$ cat src/rtl/regfile_write_arbiter_if.sv
// Requester-side bundle for the register-file write arbiter: ALU, MEM and DBG
// write requests plus the debug lock request.
`timescale 1ns/1ps
interface regfile_write_arbiter_if #(
    parameter int WIDTH = 16
);
    logic             alu_valid;
    logic             mem_valid;
    logic             dbg_valid;
    logic             alu_ready;
    logic             mem_ready;
    logic             dbg_ready;
    logic [3:0]       alu_addr;
    logic [3:0]       mem_addr;
    logic [3:0]       dbg_addr;
    logic [WIDTH-1:0] alu_data;
    logic [WIDTH-1:0] mem_data;
    logic [WIDTH-1:0] dbg_data;
    logic             dbg_lock;

    modport master (
        output alu_valid, mem_valid, dbg_valid,
        output alu_addr, mem_addr, dbg_addr,
        output alu_data, mem_data, dbg_data,
        output dbg_lock,
        input  alu_ready, mem_ready, dbg_ready
    );

    modport slave (
        input  alu_valid, mem_valid, dbg_valid,
        input  alu_addr, mem_addr, dbg_addr,
        input  alu_data, mem_data, dbg_data,
        input  dbg_lock,
        output alu_ready, mem_ready, dbg_ready
    );
endinterface

$ cat src/rtl/regfile_write_arbiter.sv
// Round-robin arbiter for the register file's single write port, with protected-address
// rejection and an exclusive debug lock. Define REGFILE_ARB_FIXED_PRIO_EN for fixed MEM > ALU > DBG priority.
`timescale 1ns/1ps
module regfile_write_arbiter #(
    parameter int WIDTH = 16,
    parameter int ERRW  = 8
) (
    input  logic                    clk,
    input  logic                    reset,
    input  logic                    hold,
    regfile_write_arbiter_if.slave  req,
    output logic [3:0]              rf_addrD,
    output logic [WIDTH-1:0]        rf_data,
    output logic                    rf_rw,
    output logic                    wr_err,
    output logic [3:0]              err_addr,
    output logic [ERRW-1:0]         err_count,
    output logic                    locked
);

    typedef enum logic {
        NORMAL = 1'b0,
        LOCKED = 1'b1
    } state_t;

    state_t           state;
    logic [1:0]       ptr;
    logic [2:0]       valid;
    logic [2:0]       grant;
    logic             xfer;
    logic [1:0]       ptr_next;
    logic [3:0]       sel_addr;
    logic [WIDTH-1:0] sel_data;
    logic             sel_writable;

    assign valid = {req.dbg_valid, req.mem_valid, req.alu_valid};

    // Grant is purely a function of valids, ptr, state, hold and reset; never of ready.
    always_comb begin
        grant = 3'b000;
        if (reset && !hold) begin
            if (state == LOCKED) begin
                grant[2] = valid[2];
            end else begin
`ifdef REGFILE_ARB_FIXED_PRIO_EN
                if (valid[1])      grant = 3'b010;
                else if (valid[0]) grant = 3'b001;
                else if (valid[2]) grant = 3'b100;
`else
                case (ptr)
                    2'd1: begin
                        if (valid[1])      grant = 3'b010;
                        else if (valid[2]) grant = 3'b100;
                        else if (valid[0]) grant = 3'b001;
                    end
                    2'd2: begin
                        if (valid[2])      grant = 3'b100;
                        else if (valid[0]) grant = 3'b001;
                        else if (valid[1]) grant = 3'b010;
                    end
                    default: begin
                        if (valid[0])      grant = 3'b001;
                        else if (valid[1]) grant = 3'b010;
                        else if (valid[2]) grant = 3'b100;
                    end
                endcase
`endif
            end
        end
    end

    assign req.alu_ready = grant[0];
    assign req.mem_ready = grant[1];
    assign req.dbg_ready = grant[2];
    assign xfer          = |grant;

    always_comb begin
        sel_addr = req.alu_addr;
        sel_data = req.alu_data;
        ptr_next = 2'd1;
        if (grant[1]) begin
            sel_addr = req.mem_addr;
            sel_data = req.mem_data;
            ptr_next = 2'd2;
        end else if (grant[2]) begin
            sel_addr = req.dbg_addr;
            sel_data = req.dbg_data;
            ptr_next = 2'd0;
        end
    end

    // Address 0 and 9..C are hard-wired locations that must never be overwritten.
    assign sel_writable = !((sel_addr == 4'h0) || ((sel_addr >= 4'h9) && (sel_addr <= 4'hC)));

    assign locked = (state == LOCKED);

    always_ff @(posedge clk or negedge reset) begin
        if (!reset) begin
            state     <= NORMAL;
            ptr       <= 2'd0;
            rf_rw     <= 1'b0;
            rf_addrD  <= 4'h0;
            rf_data   <= '0;
            wr_err    <= 1'b0;
            err_addr  <= 4'h0;
            err_count <= '0;
        end else begin
            rf_rw  <= 1'b0;
            wr_err <= 1'b0;
            if (xfer) begin
`ifndef REGFILE_ARB_FIXED_PRIO_EN
                ptr <= ptr_next;
`endif
                if (sel_writable) begin
                    rf_rw    <= 1'b1;
                    rf_addrD <= sel_addr;
                    rf_data  <= sel_data;
                end else begin
                    wr_err   <= 1'b1;
                    err_addr <= sel_addr;
                    if (err_count != {ERRW{1'b1}})
                        err_count <= err_count + ERRW'(1);
                end
            end
            // Lock release is honoured even under hold; the pointer restarts at ALU on exit.
            case (state)
                NORMAL: if (grant[2] && req.dbg_lock) state <= LOCKED;
                LOCKED: begin
                    if (!req.dbg_lock) begin
                        state <= NORMAL;
                        ptr   <= 2'd0;
                    end
                end
                default: state <= NORMAL;
            endcase
        end
    end

endmodule

$ cat src/flat_wrapper.sv
// flat-port wrapper written by rule: the top's interface ports become plain ports
module regfile_write_arbiter_flat 
#(
    parameter int WIDTH = 16,
    parameter int ERRW  = 8
)
  (clk, reset, hold, rf_addrD, rf_data, rf_rw, wr_err, err_addr, err_count, locked, req_alu_valid, req_mem_valid, req_dbg_valid, req_alu_addr, req_mem_addr, req_dbg_addr, req_alu_data, req_mem_data, req_dbg_data, req_dbg_lock, req_alu_ready, req_mem_ready, req_dbg_ready);
  regfile_write_arbiter_if #(.WIDTH(WIDTH)) req_i ();
  input  logic clk;
  input  logic reset;
  input  logic hold;
  output logic [3:0] rf_addrD;
  output logic [WIDTH-1:0] rf_data;
  output logic rf_rw;
  output logic wr_err;
  output logic [3:0] err_addr;
  output logic [ERRW-1:0] err_count;
  output logic locked;
  input wire logic [$bits(req_i.alu_valid)-1:0] req_alu_valid;
  input wire logic [$bits(req_i.mem_valid)-1:0] req_mem_valid;
  input wire logic [$bits(req_i.dbg_valid)-1:0] req_dbg_valid;
  input wire logic [$bits(req_i.alu_addr)-1:0] req_alu_addr;
  input wire logic [$bits(req_i.mem_addr)-1:0] req_mem_addr;
  input wire logic [$bits(req_i.dbg_addr)-1:0] req_dbg_addr;
  input wire logic [$bits(req_i.alu_data)-1:0] req_alu_data;
  input wire logic [$bits(req_i.mem_data)-1:0] req_mem_data;
  input wire logic [$bits(req_i.dbg_data)-1:0] req_dbg_data;
  input wire logic [$bits(req_i.dbg_lock)-1:0] req_dbg_lock;
  output wire logic [$bits(req_i.alu_ready)-1:0] req_alu_ready;
  output wire logic [$bits(req_i.mem_ready)-1:0] req_mem_ready;
  output wire logic [$bits(req_i.dbg_ready)-1:0] req_dbg_ready;
  assign req_i.alu_valid = req_alu_valid;
  assign req_i.mem_valid = req_mem_valid;
  assign req_i.dbg_valid = req_dbg_valid;
  assign req_i.alu_addr = req_alu_addr;
  assign req_i.mem_addr = req_mem_addr;
  assign req_i.dbg_addr = req_dbg_addr;
  assign req_i.alu_data = req_alu_data;
  assign req_i.mem_data = req_mem_data;
  assign req_i.dbg_data = req_dbg_data;
  assign req_i.dbg_lock = req_dbg_lock;
  assign req_alu_ready = req_i.alu_ready;
  assign req_mem_ready = req_i.mem_ready;
  assign req_dbg_ready = req_i.dbg_ready;
  regfile_write_arbiter #(.WIDTH(WIDTH), .ERRW(ERRW)) u_core (.clk(clk), .reset(reset), .hold(hold), .req(req_i), .rf_addrD(rf_addrD), .rf_data(rf_data), .rf_rw(rf_rw), .wr_err(wr_err), .err_addr(err_addr), .err_count(err_count), .locked(locked));
endmodule
$ cat config.mk
export PLATFORM = sky130hd
export DESIGN_NAME = regfile_write_arbiter_flat
export DESIGN_NICKNAME = d
export VERILOG_FILES = /design/src/rtl/regfile_write_arbiter_if.sv /design/src/rtl/regfile_write_arbiter.sv /design/src/flat_wrapper.sv
export SDC_FILE = /design/constraint.sdc
export NUM_CORES = 1
export LEC_CHECK = 0
export ABC_AREA = 1
export BUFFER_PORTS_ARGS = -buffer_cell sky130_fd_sc_hd__buf_2
export CAP_MARGIN = 0
export CORE_ASPECT_RATIO = 1.2
export CORE_UTILIZATION = 45
export CTS_CLUSTER_DIAMETER = 150
export DETAILED_ROUTE_END_ITERATION = 12
export MAX_ROUTING_LAYER = met4
export PLACE_DENSITY = 0.77
export SLEW_MARGIN = 20
export SYNTH_ARGS = -nofsm -noshare
export SYNTH_HDL_FRONTEND = slang
export SYNTH_SLANG_ARGS = --single-unit
$ cat constraint.sdc
create_clock -name clk -period 6.15 [get_ports clk]
set_input_delay 1.23 -clock clk [delete_from_list [all_inputs] [get_ports clk]]
set_output_delay 1.23 -clock clk [all_outputs]
set_load 0.01 [all_outputs]
==> impl_metrics.json <==
{
  "status": "completed",
  "grt_max_degree": 43,
  "fin_crit_sh_pct": 68.3,
  "ff2ff_setup_slack_ns": 2.99,
  "synth_top_family_by_area": "simple AND/OR/NAND/NOR gates",
  "detail_route.first_pass.iterations": 4,
  "place_congestion": 0.815,
  "final_layout_size_suffix_gt1_share_pct": 46.2,
  "p_total_mw": 1.09,
  "ys_seq_area_share_pct": 39.1,
  "cts.path.max_buffers": 2,
  "synth_compound_area_share_pct": 13.8,
  "post_cts_buffers": 0,
  "boundaryPins": 105,
  "hold_viol_final": 0,
  "slew_headroom_pct": 55.5,
  "die_w_um": 68.2,
  "fin_tns_setup_ns": 0,
  "synth_mux_area_share_pct": 0,
  "cts.sinks": 37,
  "start_kind": "input pin",
  "worst_setup_path_end_kind": "primary output",
  "antenna_found_initial": 0,
  "cp_num_buf_inv": 4,
  "crit_family": "buffers and inverters",
  "post-route-util_pct": 59.1,
  "synth_area_um2": 2370,
  "synth_cell_types": 29,
  "final_common_cell": "buf_2",
  "dp_hpwl_mm": 4.29,
  "grt_pass1_wl_mm": 9.01,
  "worst_slew_pin_slew_ns": 0.667,
  "drc": 0,
  "viasPerCell": 4.92,
  "nets": 461,
  "grt-ovfl-total": 0,
  "gr-max-usage-layer": "met2",
  "critPathCapture": "req_mem_ready",
  "grt_pass1_vias": 2016,
  "cts_root_buf": "clkbuf_8",
  "cp_max_fo": 42,
  "fmax_ghz": 0.238,
  "rsz0062_at_grt": "no",
  "num_rows": 28,
  "timing.critical_path.mode_cell": "buf_2",
  "synth-simple-area-share_pct": 34.9,
  "timing.rr.end": "u_core.rf_addrD[0]",
  "grt_use_met1_pct": 26.0,
  "portBuffers": 104,
  "htree_num_levels": 2,
  "tritoncts.num_buffers": 5,
  "synth_adder_area_share_pct": 1.59,
  "hp-class": "reg2reg",
  "synth_warnings": 0,
  "wire_per_inst_um": 12.2,
  "slowest_stage": "buf_4",
  "reg2regPathDepth": 10,
  "diodes": 0,
  "first_iter_violations": 101,
  "die_y_um": 81.5,
  "critPathKind": "in2out",
  "avgSynthCellArea_um2": 8.13,
  "max_stage_delay_ns": 0.40,
  "layout-area-overhead-vs-synth_pct": 25.2,
  "holdBufCountCts": 0,
  "post_cts_resized": 0,
  "drtAntennaViolNets": 0,
  "initial_utilization_pct": 47.3,
  "place_ws_ns": 1.79,
  "insertion_delay_ns": 0.29,
  "use_met3_pct": 5.00,
  "tritoncts": "built",
  "cp-startpoint": "reset",
  "ys_seq_elements": 37,
  "crit_arrival_ns": 2.97,
  "ir_worst_vdd_mv": 0.153,
  "p_leak_nw": 1.69,
  "yosys.area.top_type_share_pct": 39.1,
  "die_area_um2": 5560,
  "use_met2_pct": 37.7,
  "synth-xor-area-share_pct": 2.22,
  "p_per_area_nw_per_um2": 369,
  "netlist_instances": 291,
  "finalMaxSlewViolations": 0,
  "synth_area_leaders": "dfrtp_1 39%, nand2_1 11%, o21ai_2 7.4%",
  "cp.depth": 7,
  "r2r-start": "u_core.ptr[0]",
  "wirelength_mm": 5.50,
  "setup_slack_ns": 1.95,
  "cp_data_required_time_ns": 4.92,
  "final_cell_mix": "104 x buf_2, 72 x nand2_1, 37 x dfrtp_1, 33 x nand3_1, 26 x nand2_2",
  "finalCriticalPeriod_ns": 4.20,
  "cap_viol_max_count": 0,
  "path_cells": "buf_2 -> buf_4 -> nand2_1 -> nor3_2 -> nand2_2 -> inv_2 -> buf_2",
  "syn-num-nets": 361,
  "yosys.area.top_type": "dfrtp_1",
  "core_um2": 5010,
  "vias": 2222,
  "setup_viol": 0,
  "fin_skew_ns": 0.00402,
  "clkSlewWorstSetupHoldPaths_ns": 0.07,
  "grt_use_total_pct": 22.3
}
## stage by stage
stage,cells,hold WS (ns),area (µm²)
after floorplan,291,0.523,2370
after global placement,444,0.466,2880
after detailed placement,444,0.471,2880
after CTS,452,0.488,2960
after global routing,452,0.523,2960
final,452,0.491,2960
## layer usage
| metal | wire length, µm | share of wire (%) |
|---|---|---|
| met1 | 2410 | 44 |
| met2 | 2720 | 49 |
| met3 | 287 | 5.2 |
| met4 | 78 | 1.4 |
| met5 | 0 | 0 |
## registers in the layout (all words and copies together), names as in the netlist
name              count
u_core.rf_data       16
u_core.err_count      8
u_core.err_addr       4
u_core.rf_addrD       4
u_core.ptr            2
u_core.locked         1
u_core.rf_rw          1
u_core.wr_err         1
## cells in the mapped netlist, drive strengths merged
master    n
o21bai    1
buf       9
dfrtp    37
xor2      3
o211ai    2
nand2   102
nor2      4
nor3      2
clkbuf    3
or2       2
nand3    38
ha        3
clkinv    1
a21oi     5
inv      27
nand4     8
nor4      1
o21ai    40
xnor2     3
## power breakdown
| group | internal, mW | switching (mW) |
|---|---|---|
| registers | 0.336 | 0.0733 |
| clock network | 0.0781 | 0.0853 |
| logic | 0.212 | 0.311 |
| total | 0.625 | 0.469 |
## cell type report
cell class                      instances  area, µm²
Inverter                               28        105
Timing Repair Buffer                  105        528
Sequential cell                        37        926
Clock buffer                            5       68.8
Clock inverter                          3       17.5
Tap cell                               60       75.1
Multi-Input combinational cell        214       1240
Fill cell                             487       2050
## tightest hold or removal path: cells and delay by family, from the launching register on
kind	cells	cell delay (ns)
AOI/OAI and AO/OA	1	0.06
and+or+nand+nor	1	0.05
DFF	1	0.34
## cell families (layout without fill, tap and decap cells)
kind of cell | Yosys count | in the layout
xor gates and xnor gates | 6 | 6
AOI/OAI and AO/OA | 48 | 48
buffers and inverters | 40 | 141
DFF | 37 | 37
adders and majority gates | 3 | 3
and+or+nand+nor | 157 | 157
## how the worst min path moves through the flow
stage,from,end,slack (ns),depth (start not counted)
finish,u_core.err_addr[0],u_core.err_addr[0],0.49,2
global route,u_core.rf_data[14],u_core.rf_data[14],0.52,2
floorplan,u_core.rf_addrD[0],u_core.rf_addrD[0],0.52,2
CTS,u_core.rf_data[14],u_core.rf_data[14],0.49,2
global placement,u_core.err_addr[1],u_core.err_addr[1],0.47,2
detailed placement,u_core.rf_data[14],u_core.rf_data[14],0.47,2
(Power assumes the default switching activity.)
